### config.mk
export PLATFORM = sky130hd
export DESIGN_NAME = fft_bitrev_reorder_flat
export DESIGN_NICKNAME = d
export VERILOG_FILES = /design/src/rtl/fft_bitrev_reorder_if.sv /design/src/rtl/fft_bitrev_reorder.sv /design/src/flat_wrapper.sv
export SDC_FILE = /design/constraint.sdc
export NUM_CORES = 1
export LEC_CHECK = 0
export ABC_AREA = 1
export BUFFER_PORTS_ARGS = -buffer_cell sky130_fd_sc_hd__buf_2
export CAP_MARGIN = 20
export CORE_MARGIN = 2
export CORE_UTILIZATION = 35
export DETAILED_ROUTE_END_ITERATION = 10
export GPL_ROUTABILITY_DRIVEN = 0
export PLACE_DENSITY = 0.57
export SLEW_MARGIN = 20
export SYNTH_ARGS = -nofsm -noshare
export SYNTH_HDL_FRONTEND = slang
export SYNTH_SLANG_ARGS = --single-unit
export TNS_END_PERCENT = 1
### constraint.sdc
create_clock -name clk -period 5.1 [get_ports clk]
set_clock_uncertainty 0.15 [all_clocks]
set_input_delay 0.255 -clock clk [delete_from_list [all_inputs] [get_ports clk]]
set_output_delay 0.255 -clock clk [all_outputs]
set_load 0.02 [all_outputs]
### src/rtl/fft_bitrev_reorder_if.sv
// Streaming bus between an FFT core (bit-reversed order) and its natural-order consumer.
interface fft_bitrev_reorder_if #(
  parameter int DATA_WIDTH = 16
);
  logic                         valid_in;
  logic signed [DATA_WIDTH-1:0] sink_r;
  logic signed [DATA_WIDTH-1:0] sink_i;
  logic                         valid_out;
  logic signed [DATA_WIDTH-1:0] source_r;
  logic signed [DATA_WIDTH-1:0] source_i;
  logic                         sop_out;
  logic                         eop_out;

  modport master (
    output valid_in, sink_r, sink_i,
    input  valid_out, source_r, source_i, sop_out, eop_out
  );

  modport slave (
    input  valid_in, sink_r, sink_i,
    output valid_out, source_r, source_i, sop_out, eop_out
  );
endinterface

### src/rtl/fft_bitrev_reorder.sv
// Ping/pong reorder buffer: frames written at bit-reversed addresses, read back
// sequentially so bins leave in natural order with registered outputs.
module fft_bitrev_reorder #(
  parameter int DATA_WIDTH = 16,
  parameter int POW        = 4
) (
  input logic                  clk,
  input logic                  rst,
  fft_bitrev_reorder_if.slave  bus
);
  localparam int N = 1 << POW;

  typedef enum logic {S_IDLE, S_READ} state_t;

  state_t                       r_state;
  logic [POW-1:0]               r_wr_cnt;
  logic [POW-1:0]               r_rd_addr;
  logic                         r_wr_bank;
  logic                         r_rd_bank;
  logic [1:0]                   r_full;
  logic                         r_valid;
  logic                         r_sop;
  logic                         r_eop;
  logic signed [DATA_WIDTH-1:0] r_source_r;
  logic signed [DATA_WIDTH-1:0] r_source_i;
  logic signed [DATA_WIDTH-1:0] r_mem_r [2][N];
  logic signed [DATA_WIDTH-1:0] r_mem_i [2][N];

  logic                         w_wr_last;
  logic                         w_rd_last;
  logic [1:0]                   w_full_nxt;
  logic signed [DATA_WIDTH-1:0] w_rd_r;
  logic signed [DATA_WIDTH-1:0] w_rd_i;

  function automatic logic [POW-1:0] bitrev(input logic [POW-1:0] a);
    logic [POW-1:0] ra;
    for (int b = 0; b < POW; b++) ra[b] = a[POW-1-b];
    return ra;
  endfunction

  assign w_wr_last = bus.valid_in && (r_wr_cnt == POW'(N-1));
  assign w_rd_last = (r_state == S_READ) && (r_rd_addr == POW'(N-1));
  assign w_rd_r    = r_mem_r[r_rd_bank][r_rd_addr];
  assign w_rd_i    = r_mem_i[r_rd_bank][r_rd_addr];

  // A write completing a frame and a read draining a frame always target different banks.
  always_comb begin
    w_full_nxt = r_full;
    if (w_rd_last) w_full_nxt[r_rd_bank] = 1'b0;
    if (w_wr_last) w_full_nxt[r_wr_bank] = 1'b1;
  end

  // Bank storage is deliberately left out of reset.
  always_ff @(posedge clk) begin
    if (bus.valid_in) begin
      r_mem_r[r_wr_bank][bitrev(r_wr_cnt)] <= bus.sink_r;
      r_mem_i[r_wr_bank][bitrev(r_wr_cnt)] <= bus.sink_i;
    end
  end

  always_ff @(posedge clk or posedge rst) begin
    if (rst) begin
      r_state    <= S_IDLE;
      r_wr_cnt   <= '0;
      r_rd_addr  <= '0;
      r_wr_bank  <= 1'b0;
      r_rd_bank  <= 1'b0;
      r_full     <= 2'b00;
      r_valid    <= 1'b0;
      r_sop      <= 1'b0;
      r_eop      <= 1'b0;
      r_source_r <= '0;
      r_source_i <= '0;
    end else begin
      r_full <= w_full_nxt;
      if (bus.valid_in) begin
        r_wr_cnt <= r_wr_cnt + 1'b1;
        if (w_wr_last) r_wr_bank <= ~r_wr_bank;
      end

      // IDLE emits bin 0 on the same edge it enters READ, so bin 0 follows the
      // last write by one edge.
      case (r_state)
        S_IDLE: begin
          if (r_full[r_rd_bank]) begin
            r_state    <= S_READ;
            r_valid    <= 1'b1;
            r_sop      <= 1'b1;
            r_eop      <= 1'b0;
            r_source_r <= w_rd_r;
            r_source_i <= w_rd_i;
            r_rd_addr  <= r_rd_addr + 1'b1;
          end else begin
            r_valid <= 1'b0;
            r_sop   <= 1'b0;
            r_eop   <= 1'b0;
          end
        end
        S_READ: begin
          r_valid    <= 1'b1;
          r_sop      <= (r_rd_addr == '0);
          r_eop      <= (r_rd_addr == POW'(N-1));
          r_source_r <= w_rd_r;
          r_source_i <= w_rd_i;
          if (r_rd_addr == POW'(N-1)) begin
            r_rd_addr <= '0;
            r_rd_bank <= ~r_rd_bank;
            r_state   <= r_full[~r_rd_bank] ? S_READ : S_IDLE;
          end else begin
            r_rd_addr <= r_rd_addr + 1'b1;
          end
        end
        default: r_state <= S_IDLE;
      endcase
    end
  end

  assign bus.valid_out = r_valid;
  assign bus.sop_out   = r_sop;
  assign bus.eop_out   = r_eop;
  assign bus.source_r  = r_source_r;
  assign bus.source_i  = r_source_i;
endmodule

### src/flat_wrapper.sv
// flat-port wrapper written by rule: the top's interface ports become plain ports
module fft_bitrev_reorder_flat 
#(
  parameter int DATA_WIDTH = 16,
  parameter int POW        = 4
)
  (clk, rst, bus_valid_in, bus_sink_r, bus_sink_i, bus_valid_out, bus_source_r, bus_source_i, bus_sop_out, bus_eop_out);
  fft_bitrev_reorder_if #(.DATA_WIDTH(DATA_WIDTH)) bus_i ();
  input logic clk;
  input logic rst;
  input wire logic [$bits(bus_i.valid_in)-1:0] bus_valid_in;
  input wire logic [$bits(bus_i.sink_r)-1:0] bus_sink_r;
  input wire logic [$bits(bus_i.sink_i)-1:0] bus_sink_i;
  output wire logic [$bits(bus_i.valid_out)-1:0] bus_valid_out;
  output wire logic [$bits(bus_i.source_r)-1:0] bus_source_r;
  output wire logic [$bits(bus_i.source_i)-1:0] bus_source_i;
  output wire logic [$bits(bus_i.sop_out)-1:0] bus_sop_out;
  output wire logic [$bits(bus_i.eop_out)-1:0] bus_eop_out;
  assign bus_i.valid_in = bus_valid_in;
  assign bus_i.sink_r = bus_sink_r;
  assign bus_i.sink_i = bus_sink_i;
  assign bus_valid_out = bus_i.valid_out;
  assign bus_source_r = bus_i.source_r;
  assign bus_source_i = bus_i.source_i;
  assign bus_sop_out = bus_i.sop_out;
  assign bus_eop_out = bus_i.eop_out;
  fft_bitrev_reorder #(.DATA_WIDTH(DATA_WIDTH), .POW(POW)) u_core (.clk(clk), .rst(rst), .bus(bus_i));
endmodule
Word-level counts from Yosys, hierarchy flattened:

Memories as Yosys holds them, arrays and structs flattened.
Cells that the tools add are included.

* multiplexer cells: 34
* bitwise gates (word level): 8
* reduce and logical (&&, ||, !) cells: 8
* $add $sub $neg: 2
* magnitude comparators: 8
* equality and inequality tests: 3

Operator list (count)
* $mux W256: 1
* $bmux W16 S4: 2
* $mux W16: 7
* $demux W16 S4: 1
* $pmux W16 S2: 2
* $ge A5 B5 Y1 const B: 2
* $mux W1: 10
* $not A4 Y5: 2
* $add A4 B1 Y4 const B: 2
* $eq A4 B4 Y1 const B: 2
* $mux W4: 2
* $pmux W1 S2: 4
* $pmux W4 S2: 1
* $lt A1 B2 Y1 const B: 3
* $logic_and A1 B1 Y1: 5
* $lt A5 B1 Y1 const B: 1
* $logic_not A4 Y1: 1
* $mux W2: 2
* $reduce_and A2 Y1: 2
* $not A1 Y1: 3
* $and A2 B2 Y2: 1
* $demux W1 S1: 2
* $ge A1 B1 Y1 const B: 2
* $ne A2 B1 Y1 const B: 1
* 2 further kinds: 2

* input bits: 35
* register bits: 48
* output and inout port bits: 35
* RAM bits: 1024
* word-level logic and storage cells: 76
* memories: 2

Memories
* u_core.r_mem_i: depth 2, bits a word 256, rd ports 1, clocked after Yosys merged registers in 0, write ports 1, line fft_bitrev_reorder.sv:27 `logic signed [DATA_WIDTH-1:0] r_mem_i [2][N];`
* u_core.r_mem_r: depth 2, bits a word 256, rd ports 1, clocked after Yosys merged registers in 0, write ports 1, line fft_bitrev_reorder.sv:26 `logic signed [DATA_WIDTH-1:0] r_mem_r [2][N];`

Logic depth before layout (Yosys ltp):

* word-level depth: 9
* gate-level depth with buffers: 14
* gate-level depth less buffers: 11

Worst setup path before layout:

Ideal clock, no wire load.

* path kind: register -> register
* start point: register u_core.r_wr_bank
* end point: memory u_core.r_mem_i[1][48] in the netlist's numbering, enable pin
* path buffers: 2
* cell stages (with the launch flop): 5
* clock period less this slack: 3.764 ns
* data required time: 4.489 ns
* setup time: 0.461 ns
* arrival time: 3.153 ns
* setup slack: 1.336 ns
* cell sequence: dfrtp_1 buf_2 clkinv_1 clkbuf_1 nor3_1

RTL lines
* from (decl): line fft_bitrev_reorder.sv:18 `logic r_wr_bank;`
* from (signal assigned): line fft_bitrev_reorder.sv:78 `if (w_wr_last) r_wr_bank <= ~r_wr_bank;`
* to (decl): line fft_bitrev_reorder.sv:27

No word-level cell before the write port.

Worst setup path in the final report:

* start point: register u_core.r_rd_bank
* end point: register u_core.r_source_r[15], in the netlist u_core.bus.source_r[15]

* word-level cells in the longest chain between the ends: 6
* elaborated cells between the ends (all ways): 9
* those cells by class: eq/ne (1); mux (7); memory (1)

Ends and longest elaborated chain
* from (decl): line fft_bitrev_reorder.sv:19 `logic r_rd_bank;`
* from (signal assigned): line fft_bitrev_reorder.sv:107 `r_rd_bank <= ~r_rd_bank;`
* $mem_v2 Z2 W256
* $bmux W16 S4: line fft_bitrev_reorder.sv:43 `assign w_rd_r = r_mem_r[r_rd_bank][r_rd_addr];`
* $mux W16 (implied by the code) (2 in a row): line fft_bitrev_reorder.sv:43
* $mux W16: line fft_bitrev_reorder.sv:85 `if (r_full[r_rd_bank]) begin`
* $pmux W16 S2: line fft_bitrev_reorder.sv:83 `case (r_state)`
* to (signal assigned): line fft_bitrev_reorder.sv:90 `r_source_r <= w_rd_r;`
* to (signal assigned): line fft_bitrev_reorder.sv:103 `r_source_r <= w_rd_r;`
* to (decl): line fft_bitrev_reorder.sv:24 `logic signed [DATA_WIDTH-1:0] r_source_r;`

Parallel ways exist; a longest one is shown, timed or not. The select of a mux whose other input is x is not followed.
A chain may end at the register's enable or synchronous reset.

==> summary.md <==
| Metric | Value |
|---|---|
| Status | finished with violations |
| Violated checks | max-slew violations |
| Clock root buffer | clkbuf_16 |
| Post-Syn Area | 43300 µm² |
| Commonest non-fill, non-tap cell in the layout | edfxtp_1 |
| Yosys warning total | 0 |
| Die Y | 356 µm |
| CTS tree | done |
| Via density | 5.19 |
| CTS clk-pin slew, worst paths | 0.06 ns |
| Area grow syn2layout | 13.7% |
| Setup TNS | 0 ns |
| DRT Wirelength | 128000 µm |
| Iteration-0 DRC Markers | 3094 |
| Initial antenna violation count | 9 |
| Period utilization | 0.664 |
| Hold slack final | 0.285 ns |
| Largest net degree at the start of global routing | 196 |
| Routed len/inst | 23.6 µm |
| CTS HTree Levels | 3 |
| IO Count | 70 |
| 1st-pass router iterations | 6 |
| Synth cell types | 29 |
| Post-CTS setup buffer count | 0 |
| Setup violators final | 0 |
| Post-synthesis cell count | 3620 |
| Leakage power | 17.5 nW |
| Total global routing track utilization | 0.199 |
| Max-slew headroom | -0.0475 |
| Worst Path Required | 5.56 ns |
| Cts bufs inserted | 103 |
| Startpoint types | register |
| Seq/Total Area, Yosys | 0.737 |
| First-pass GRT wire length | 184000 µm |
| DRC errors left | 0 |
| Clock Latency Late Sink | 0.69 ns |
| Initial core utilization | 0.351 |
| Fin. max-slew vios | 110 |
| Post-layout min period | 3.39 ns |
| Most frequent cells in the layout | edfxtp_1 (1024), nand2_1 (774), nor2_1 (526) |
| Die area | 127000 µm² |
| WP data arrival | 3.85 ns |
| Syn avg cell area | 12.0 µm² |
| Pwr/cell area | 540 nW/µm² |
| CTS Sinks | 1072 |
| VDD IR-drop max | 0.000549 V |
| Worst-path fanout max | 167 |
| Setup crit end kind | register |
| Max-cap violations | 0 |
| Post-CTS resize count | 0 |
| Port Buffers | 69 |
| Via count | 28106 |
| Core Area | 123000 µm² |
| Setup Crit Path Kind | reg2reg |
| Vias in the first global route | 26145 |
| Worst-Margin Slew | 1.57 ns |
| Chip Width | 356 µm |
| Hold Crit Class | in2async |
| FP Rows | 129 |
| Final Hold Viols | 0 |
| R2r setup slk | 1.71 ns |
| RSZ-0062 raised after global routing | false |
| Syn nets | 3661 |
| Final ANT Viol Nets | 0 |
| DP Wirelength | 64900 µm |
| GRT overflow | 0 |
| Nets | 3733 |
| Synthesized flop and latch total | 1072 |
| Clock Path Buffers | 3 |
| Share of cells above drive strength 1 | 0.0974 |
| Fmax achieved | 295 MHz |
-- worst paths after layout --
kind	from	cells after the start	end
max in group asynchronous	rst	4	u_core.r_rd_addr[0]
min in group clk	u_core.bus.source_r[9]	2	u_core.bus.source_r[9]
setup / recovery	u_core.r_rd_bank	7	u_core.bus.source_r[15]
hold reg to reg	u_core.bus.source_r[9]	2	u_core.bus.source_r[9]
setup reg to reg	u_core.r_rd_bank	7	u_core.bus.source_r[15]
hold / removal	rst	4	u_core.bus.source_r[4]
-- final cells by class --
class / count / area [µm²]
Inverter: 125 / 495
Fill cell: 11599 / 74100
Antenna cell: 1 / 2.50
Timing Repair Buffer: 190 / 1480
Sequential cell: 1072 / 32000
Clock buffer: 132 / 2810
Multi-Input combinational cell: 2200 / 9790
Tap cell: 1637 / 2050
Clock inverter: 61 / 668
-- Yosys cell counts (all sizes together) --
cell type	n	area share
clkinv	2	0.00017
xor2	4	0.00081
nand3	371	0.043
clkbuf	67	0.0058
nor2	535	0.046
edfxtp	1024	0.71
o211ai	56	0.0097
ha	6	0.0017
nand2	774	0.067
nor3	24	0.0028
xnor2	1	0.00020
buf	156	0.024
nand4	1	0.00014
dfrtp	48	0.028
o21ai	367	0.042
or2	1	0.00014
o221a	1	0.00026
inv	123	0.011
a21oi	59	0.0069
-- cell families after synthesis --
kind of cell | after synthesis | share of synthesized area
simple gates | 1706 | 0.160
flops | 1072 | 0.737
buf+inv | 348 | 0.0410
compound gates | 483 | 0.0593
xor+xnor | 5 | 0.00101
fa+ha+maj | 6 | 0.00173
-- worst max-delay path: stages (launching register included) --
cell	delay (ns)
dfrtp_4	1.05
inv_16	0.38
nand2_1	0.20
nand3_2	0.40
clkinv_1	0.13
buf_4	0.55
nor2_1	0.11
a21oi_1	0.15
-- sequential cells by signal (all words and copies together), names as in the netlist --
register,count
u_core.r_mem_i,512
u_core.r_mem_r,512
u_core.bus.source_i,16
u_core.bus.source_r,16
u_core.r_rd_addr,4
u_core.r_wr_cnt,4
u_core.r_full,2
u_core.bus.eop_out,1
u_core.bus.sop_out,1
u_core.bus.valid_out,1
u_core.r_rd_bank,1
u_core.r_state,1
u_core.r_wr_bank,1
-- what timing repair did --
action | in CTS | in global routing
hold buffers | 34 | 0
endpoints found under the hold margin | 1075 | 0
endpoints found under the setup margin | 0 | 0
-- per-layer routing --
metal,up-vias,part of all wire,GRT usage
li1,12771,-,-
met1,14081,0.43,0.278
met2,1065,0.48,0.323
met3,189,0.072,0.0286
met4,0,0.024,0.0565
met5,-,0,0
-- report_power, final --
| part | switching (mW) | internal [mW] | leakage [nW] |
|---|---|---|---|
| combinational | 5.65 | 2.13 | 5.98 |
| clock | 3.34 | 4.55 | 1.71 |
| sequential | 0.582 | 10.4 | 9.79 |
| total | 9.57 | 17.0 | 17.5 |
-- per-stage QoR --
step / utilization / setup WS [ns] / power (mW) / cell area, µm² / std cells
floorplan: - / 1.34 / 16.0 / 43300 / 3620
global placement: 0.368 / 1.81 / 18.8 / 45400 / 5190
detailed placement: 0.368 / 1.77 / 18.8 / 45400 / 5190
CTS: 0.399 / 1.78 / 26.7 / 49200 / 5417
global route: 0.399 / 1.52 / 27.9 / 49200 / 5417
finish: 0.399 / 1.71 / 26.6 / 49200 / 5418
No activity file was read; power rests on OpenSTA's default activity.
